==> src/rtl/snake_step_scheduler.sv <==
// Snake head sequencer: generates the periodic game-step pulse and applies
// buffered direction commands (at most one per step), rejecting reversals.
module snake_step_scheduler #(
  parameter int BASE_PERIOD = 12_500_000,
  parameter int CNT_W       = 24,
  parameter int QDEPTH      = 2
) (
  input  logic       clk,
  input  logic       reset,
  input  logic       key_valid,
  input  logic [1:0] key_dir,
  input  logic       start,
  input  logic       pause,
  input  logic       game_over,
  input  logic [1:0] speed_sel,
  output logic       step,
  output logic [1:0] direction,
  output logic       running,
  output logic       queue_full,
  output logic       drop
);

  localparam int               OCC_W    = $clog2(QDEPTH + 1);
  localparam logic [CNT_W-1:0] BASE     = CNT_W'(BASE_PERIOD);
  localparam logic [OCC_W-1:0] FULL     = OCC_W'(QDEPTH);
  localparam logic [1:0]       DIR_DOWN = 2'b01;

  typedef enum logic [1:0] {
    IDLE,
    RUN,
    PAUSED,
    OVER
  } state_t;

  state_t           state_q, state_d;
  logic [CNT_W-1:0] cnt_q, cnt_d;
  logic [1:0]       dir_q, dir_d;
  logic             step_q, step_d;
  logic             drop_q, drop_d;
  logic [1:0]       queue_q [QDEPTH];
  logic [1:0]       queue_d [QDEPTH];
  logic [OCC_W-1:0] occ_q, occ_d;

  logic [CNT_W-1:0] periodM1;
  logic             terminal;
  logic             popAvail;
  logic [1:0]       tailDir;
  logic             keyReject;
  logic             popNow;
  logic             pushNow;
  logic [OCC_W-1:0] occAfterPop;

  // The reference for reversal/duplicate checks is the last queued command,
  // so a burst of keys is validated as a chain rather than against the head.
  always_comb begin
    periodM1 = (BASE >> speed_sel) - CNT_W'(1);
    terminal = (cnt_q >= periodM1);
    popAvail = terminal && (occ_q != '0);
    tailDir  = dir_q;
    for (int i = 0; i < QDEPTH; i++) begin
      if (OCC_W'(i + 1) == occ_q) tailDir = queue_q[i];
    end
    keyReject = (key_dir == tailDir)
             || ((key_dir[1] == tailDir[1]) && (key_dir[0] != tailDir[0]))
             || ((occ_q == FULL) && !popAvail);
  end

  always_comb begin
    state_d     = state_q;
    cnt_d       = cnt_q;
    dir_d       = dir_q;
    step_d      = 1'b0;
    drop_d      = 1'b0;
    queue_d     = queue_q;
    occ_d       = occ_q;
    popNow      = 1'b0;
    pushNow     = 1'b0;
    occAfterPop = occ_q;
    case (state_q)
      IDLE, OVER: begin
        if (start) begin
          state_d = RUN;
          cnt_d   = '0;
          occ_d   = '0;
          dir_d   = DIR_DOWN;
        end
      end
      RUN: begin
        if (game_over) begin
          state_d = OVER;
          occ_d   = '0;
        end else if (pause) begin
          state_d = PAUSED;
        end else begin
          if (terminal) begin
            cnt_d  = '0;
            step_d = 1'b1;
            popNow = popAvail;
          end else begin
            cnt_d = cnt_q + CNT_W'(1);
          end
          pushNow = key_valid && !keyReject;
          drop_d  = key_valid && keyReject;
          // Pop shifts the queue toward the head before any push lands at the tail.
          if (popNow) begin
            dir_d = queue_q[0];
            for (int i = 0; i < QDEPTH - 1; i++) queue_d[i] = queue_q[i + 1];
            occAfterPop = occ_q - OCC_W'(1);
          end
          if (pushNow) begin
            for (int i = 0; i < QDEPTH; i++) begin
              if (OCC_W'(i) == occAfterPop) queue_d[i] = key_dir;
            end
          end
          occ_d = pushNow ? occAfterPop + OCC_W'(1) : occAfterPop;
        end
      end
      PAUSED: begin
        if (game_over) begin
          state_d = OVER;
          occ_d   = '0;
        end else if (pause) begin
          state_d = RUN;
        end
      end
      default: state_d = IDLE;
    endcase
  end

  always_ff @(posedge clk) begin
    if (!reset) begin
      state_q <= IDLE;
      cnt_q   <= '0;
      dir_q   <= DIR_DOWN;
      step_q  <= 1'b0;
      drop_q  <= 1'b0;
      occ_q   <= '0;
      for (int i = 0; i < QDEPTH; i++) queue_q[i] <= 2'b00;
    end else begin
      state_q <= state_d;
      cnt_q   <= cnt_d;
      dir_q   <= dir_d;
      step_q  <= step_d;
      drop_q  <= drop_d;
      occ_q   <= occ_d;
      queue_q <= queue_d;
    end
  end

  assign step       = step_q;
  assign direction  = dir_q;
  assign drop       = drop_q;
  assign running    = (state_q == RUN);
  assign queue_full = (occ_q == FULL);

endmodule

==> config.mk <==
export PLATFORM = sky130hd
export DESIGN_NAME = snake_step_scheduler
export DESIGN_NICKNAME = d
export VERILOG_FILES = /design/src/rtl/snake_step_scheduler.sv
export SDC_FILE = /design/constraint.sdc
export NUM_CORES = 1
export LEC_CHECK = 0
export ABC_AREA = 1
export CORE_ASPECT_RATIO = 0.8
export CORE_MARGIN = 5
export CORE_UTILIZATION = 40
export DETAILED_ROUTE_END_ITERATION = 7
export PLACE_DENSITY = 0.69
export RECOVER_POWER = 25
export SETUP_SLACK_MARGIN = 0.15
export SKIP_LAST_GASP = 1
export SLEW_MARGIN = 0
export SYNTH_ARGS = -nofsm -noshare
export SYNTH_HDL_FRONTEND = slang
export SYNTH_SLANG_ARGS = --single-unit
==> constraint.sdc <==
create_clock -name clk -period 4.85 [get_ports clk]
set_input_delay 0.7275 -clock clk [delete_from_list [all_inputs] [get_ports clk]]
set_output_delay 0.7275 -clock clk [all_outputs]
set_load 0.005 [all_outputs]
==> results.yml, run 1 <==
outcome:
  status: "finished, final reports clean"
route:
  ant_nets: 0
  routed_via_density: 5.228
  wl_per_cell_um: 13.46
  drt-total-wl_um: 7014
  drtIter0Drc: 163
  vias: 2724
  drc: 0
  first_pass_iters: 5
placed_design:
  placed_cell_area_um2: 3014
  hpwlAfterDp_um: 5300
  dp_cells: 513
  portBuffers: 15
  routabilityCongestion: 0.8406
floorplanning:
  die_x_um: 103.5
  fp.dieH_um: 84.79
  num_rows: 27
  core-area_um2: 6858
  dieArea_um2: 8774
  ios: 16
  start_util_pct: 40.78
worst_setup_path:
  start_kind: "input port"
  cp_max_fo: 9
  endpoint_kind: "flop"
  critPathArrivalTime_ns: 4.01
  path_class: "input port to flop"
  required_ns: 5.04
synthesis:
  synth_ff_type: "dfxtp_1"
  ys_top_cells_by_area: "dfxtp_1, nand2_1, ha_1"
  ys_seq_area_share_pct: 25.77
  synth_most_common_cell: "nand2_1"
  syn_avg_cell_area_um2: 6.690
  synth_common_cells: "nand2_1, inv_1, dfxtp_1, nor2_1, a21oi_1"
  netlist.area_leader.share_pct: 25.77
  synth_area_um2: 2796
  ys_types: 43
  ys_ff_latch: 36
  syn_inst: 418
  synth_edf_count: 0
  synthArstFlopShare_pct: 0
  yosys.area.top_type: "dfxtp_1"
  yosysWarningCount: 0
clock_network:
  root_buffer: "clkbuf_8"
  cts_sinks: 36
  post_cts_resize_count: 0
  clk_pin_slew_ns: 0.08
  cts_tree: "built"
  postCtsHoldBufs: 0
  clk_latency_ns: 0.29
  htreeDepth: 2
  cts_setup_buffers: 0
  clk_path_buf_depth: 2
  cts_buffers: 5
cells_and_area:
  area_growth_pct: 11.68
  diodes: 0
  layout-drive-gt1-share_pct: 7.373
  design_area_um2: 3123
  num-fill-cells: 700
  nets: 471
  final_cells: 521
global_routing:
  grt_max_degree: 27
  gr-total-overflow: 0
  top_usage_layer: "met2"
  grt_use_met3_pct: 3.156
  grt_pass1_wl_um: 12030
  antenna_found_initial: 0
  grt_pass1_vias: 2599
  grt_use_met2_pct: 25.46
  use_met1_pct: 24.36
  grt.total_usage_pct: 16.95
power:
  vdd.ir_drop.worst_uv: 109.6
  power_density_nw_per_um2: 268.3
  power_leakage_nw: 1.315
  p_total_mw: 0.8379
sta:
  drv_slew: 0
  hold_viol_final: 0
  fin_worst_skew_ns: 0.004017
  hold_ws_ns: 0.4733
  finalWorstPathRequiredPeriod_ns: 3.816
  worst_slew_pin_slew_ns: 0.8389
  timing.fmax_ghz: 0.2621
  finalSetupTns_ns: 0
  setup_viol: 0
  rsz0062_at_grt: "false"
  fin_crit_sh_pct: 78.68
  timing.slew.headroom_pct: 43.73
flow_run:
  drv_cap: 0
worst_hold_path:
  min_path_type: "flop to flop"
## area by class of cell
cell class	instances	area [µm²]	share of cell area [%]
flip-flops and latches	36	720.7	23.08
repair buffers	15	150.1	4.808
clock inverters	3	42.54	1.362
inverters	61	229.0	7.332
clock buffers	5	68.82	2.204
well taps	87	108.9	3.486
multi-input cells	314	1803	57.73
## cells by family after synthesis
| kind of cell | share of synthesized area, % |
|---|---|
| AOI/OAI and AO/OA | 15.75 |
| xor gates and xnor gates | 0.6265 |
| adders and majority gates | 12.53 |
| buffers and inverters | 9.798 |
| DFF | 25.77 |
| other | 0.2686 |
| and+or+nand+nor | 35.26 |
## routing by layer
metal | up-vias | share of wire [%]
met5 | - | 0
met2 | 65 | 44
li1 | 1409 | -
met1 | 1241 | 50
met3 | 9 | 4.5
met4 | 0 | 1.2
## sequential cells by signal, summed over array words and instances (netlist names)
register / flops
step: 1
occ_q: 2
state_q: 2
drop: 1
cnt_q: 24
queue_q: 4
direction: 2
## power by group
| part | internal [mW] | switching [mW] | total (mW) | leakage, nW |
|---|---|---|---|---|
| Combinational | 0.0791 | 0.163 | 0.242 | 0.970 |
| Sequential | 0.314 | 0.0148 | 0.329 | 0.291 |
| Clock | 0.152 | 0.115 | 0.267 | 0.0541 |
## placed cells by master, fill, tap and decap left out, types with 5 or more instances in the layout
master and count:
o211ai_1 5, dlygate4sd3_1 8, nand2_1 100, clkdlybuf4s50_1 7
nand3_1 29, dfxtp_1 36, o21ai_0 13, nor2_2 5
inv_1 59, nand4_1 9, ha_1 28, clkbuf_8 5
nor2_1 37, nor3_1 8, a21oi_1 34, nand3_2 5
## worst paths after layout
check,start,slack [ns],end,cells past startpoint
setup / recovery,speed_sel[1],1.03,queue_q[3],20
hold / removal,direction[0],0.47,direction[0],2
setup reg to reg,state_q[1],2.19,direction[1],11
hold reg to reg,direction[0],0.47,direction[0],2
## critical path, cell delays in order
cell and delay, ns:
dlygate4sd3_1 0.70, nor2_1 0.32, inv_1 0.12, ha_1 0.33, nand2_1 0.07, nor2_1 0.17, nand3_2 0.13, nor2_2 0.13
nand3_2 0.11, nand3_4 0.14, nand2_4 0.10, inv_1 0.10, nand2_1 0.05, o21ai_1 0.14, ha_1 0.22, nand4_1 0.15
nand2_1 0.10, o211ai_1 0.09, nand2_1 0.07, inv_1 0.04
## metrics by stage
step,worst slack (ns),utilization [%]
6_report,1.034,45.54
5_1_grt,0.7706,45.54
4_1_cts,1.175,45.58
3_5_place_dp,0.8707,43.95
3_3_place_gp,1.024,43.95
2_1_floorplan,1.860,-
Note: power is estimated with default switching activity, not from simulation.
==> run 2, diff against run 1 <==
==> constraint.sdc (replaced) <==
create_clock -name clk -period 3.7 [get_ports clk]
set_input_delay 0.555 -clock clk [delete_from_list [all_inputs] [get_ports clk]]
set_output_delay 0.555 -clock clk [all_outputs]
set_load 0.005 [all_outputs]
==> results.yml, run 2 (synthesized netlist as in run 1, its figures left out) <==
outcome:
  status: "finished, final reports clean"
cells_and_area:
  largest_reg_flops: 24
  area_growth_pct: 12.48
  final_common_cell: "nand2_1"
  num-fill-cells: 696
  design_area_um2: 3146
  top_regs: "cnt_q: 24 flops, queue_q: 4 flops"
  final_cell_mix: "nand2_1, inv_1, nor2_1"
  multi_input_area_um2: 1807
  nets: 476
  top_register: "cnt_q"
  regArea_um2: 720.7
  layout-drive-gt1-share_pct: 8.200
  diodes: 0
worst_setup_path:
  r2r-end: "direction[0]"
  cp_max_fo: 9
  slowest_stage: "clkdlybuf4s50_1"
  path_class: "input port to flop"
  cp_slowest_stage_delay_ns: 0.59
  required_ns: 3.93
  regToRegSetupSlack_ns: 0.95
  crit_chain: "clkdlybuf4s50_1 -> inv_2 -> nand2_4 -> ha_1 -> nand2_1 -> ha_1 -> nand2_1 -> nor2_1 -> nand2_1 -> nand2_1 -> nand3_2 -> nand3_4 -> nand2_4 -> inv_1 -> nand2_1 -> o21ai_2 -> ha_1 -> nand4_1 -> nand2_1 -> nand3_1 -> a21oi_1"
  reg2regPathDepth: 11
  critPathArrivalTime_ns: 3.50
  crit_path_frequent_cell: "nand2_1"
  start_kind: "input port"
  endpoint_kind: "flop"
  r2r_start: "state_q[1]"
floorplanning:
  ios: 16
  start_util_pct: 40.78
  num_rows: 27
  core-area_um2: 6858
  fp.dieH_um: 84.79
  dieArea_um2: 8774
  die_x_um: 103.5
power:
  vdd.ir_drop.worst_uv: 191.8
  power_density_nw_per_um2: 332.8
  p_total_mw: 1.047
  power_leakage_nw: 1.340
global_routing:
  grt_max_degree: 23
  grt_pass1_wl_um: 12120
  grt_pass1_vias: 2598
  gr-total-overflow: 0
  grt.total_usage_pct: 17.11
  antenna_found_initial: 0
route:
  ant_nets: 0
  wl_per_cell_um: 13.34
  drc: 0
  drt-total-wl_um: 7018
  drtIter0Drc: 170
  routed_via_density: 5.279
  vias: 2777
  first_pass_iters: 4
worst_hold_path:
  hold_start: "direction[0]"
  min_path_type: "flop to flop"
  worstHoldPathCells: 2
  min_to: "direction[0]"
clock_network:
  cts_sinks: 36
  cts_tree: "built"
  cts_buffers: 5
  clk_pin_slew_ns: 0.07
  clk_path_buf_depth: 2
  cts_setup_buffers: 0
  root_buffer: "clkbuf_8"
  clk_latency_ns: 0.29
  htreeDepth: 2
sta:
  finalSetupTns_ns: 0
  worst_slew_pin_slew_ns: 0.7856
  fin_worst_skew_ns: 0.01077
  timing.slew.headroom_pct: 47.57
  drv_slew: 0
  fin_crit_sh_pct: 88.34
  timing.fmax_ghz: 0.3059
  setup_viol: 0
  finalWorstPathRequiredPeriod_ns: 3.269
  rsz0062_at_grt: "false"
  hold_viol_final: 0
placed_design:
  routabilityCongestion: 0.9200
  placed_cell_area_um2: 3052
  hpwlAfterDp_um: 5398
  portBuffers: 15
flow_run:
  drv_cap: 0
-- run 2: routing by layer --
| layer | GRT usage, % | share of wire [%] | vias up |
|---|---|---|---|
| li1 | - | - | 1427 |
| met1 | 24.78 | 49 | 1258 |
| met2 | 25.75 | 44 | 85 |
| met3 | 3.156 | 5.9 | 7 |
| met4 | 4.471 | 1.1 | 0 |
| met5 | 0 | 0 | - |
-- run 2: how the worst max path moves through the flow --
stage / startpoint / cells after the start / slack (ns) / to
2_1_floorplan: speed_sel[1] / 18 / 0.88 / occ_q[1]
3_3_place_gp: speed_sel[1] / 19 / 0.20 / queue_q[3]
3_5_place_dp: speed_sel[1] / 20 / 0.06 / queue_q[2]
4_1_cts: speed_sel[1] / 20 / 0.34 / queue_q[2]
5_1_grt: speed_sel[0] / 19 / 0.15 / queue_q[2]
6_report: speed_sel[0] / 21 / 0.43 / queue_q[2]
-- run 2: cell type report --
cell class              instances  share of cell area (%)
inverters                      61                   7.279
well taps                      87                   3.461
multi-input cells             314                   57.44
flip-flops and latches         36                   22.91
repair buffers                 20                   6.046
clock buffers                   8                   2.864
-- run 2: stage by stage --
step / utilization (%) / std cells / setup slack (ns) / hold slack (ns)
after floorplan: - / 419 / 0.8830 / 0.4515
after global placement: 44.50 / 518 / 0.2020 / 0.4484
after detailed placement: 44.50 / 518 / 0.06029 / 0.4503
after CTS: 45.81 / 526 / 0.3435 / 0.4664
after global routing: 45.87 / 526 / 0.1546 / 0.5025
final: 45.87 / 526 / 0.4314 / 0.4542
-- run 2: repair_timing --
item,CTS,global route
hold buffers,0,0
setup endpoints to repair,0,4
hold endpoints to repair,0,0
gates resized for setup,0,2
-- run 2: worst max-delay path: cells and delay by family --
kind / cells / cell delay (ns)
AO/OA/AOI/OAI: 2 / 0.21
adder cells (fa/ha/maj): 3 / 0.64
buffers and inverters: 3 / 0.84
AND/OR/NAND/NOR: 13 / 1.25
-- run 2: power by group --
group / internal [mW] / switching, mW
Combinational: 0.107 / 0.213
Clock: 0.152 / 0.145
Sequential: 0.412 / 0.0177
Total: 0.671 / 0.376
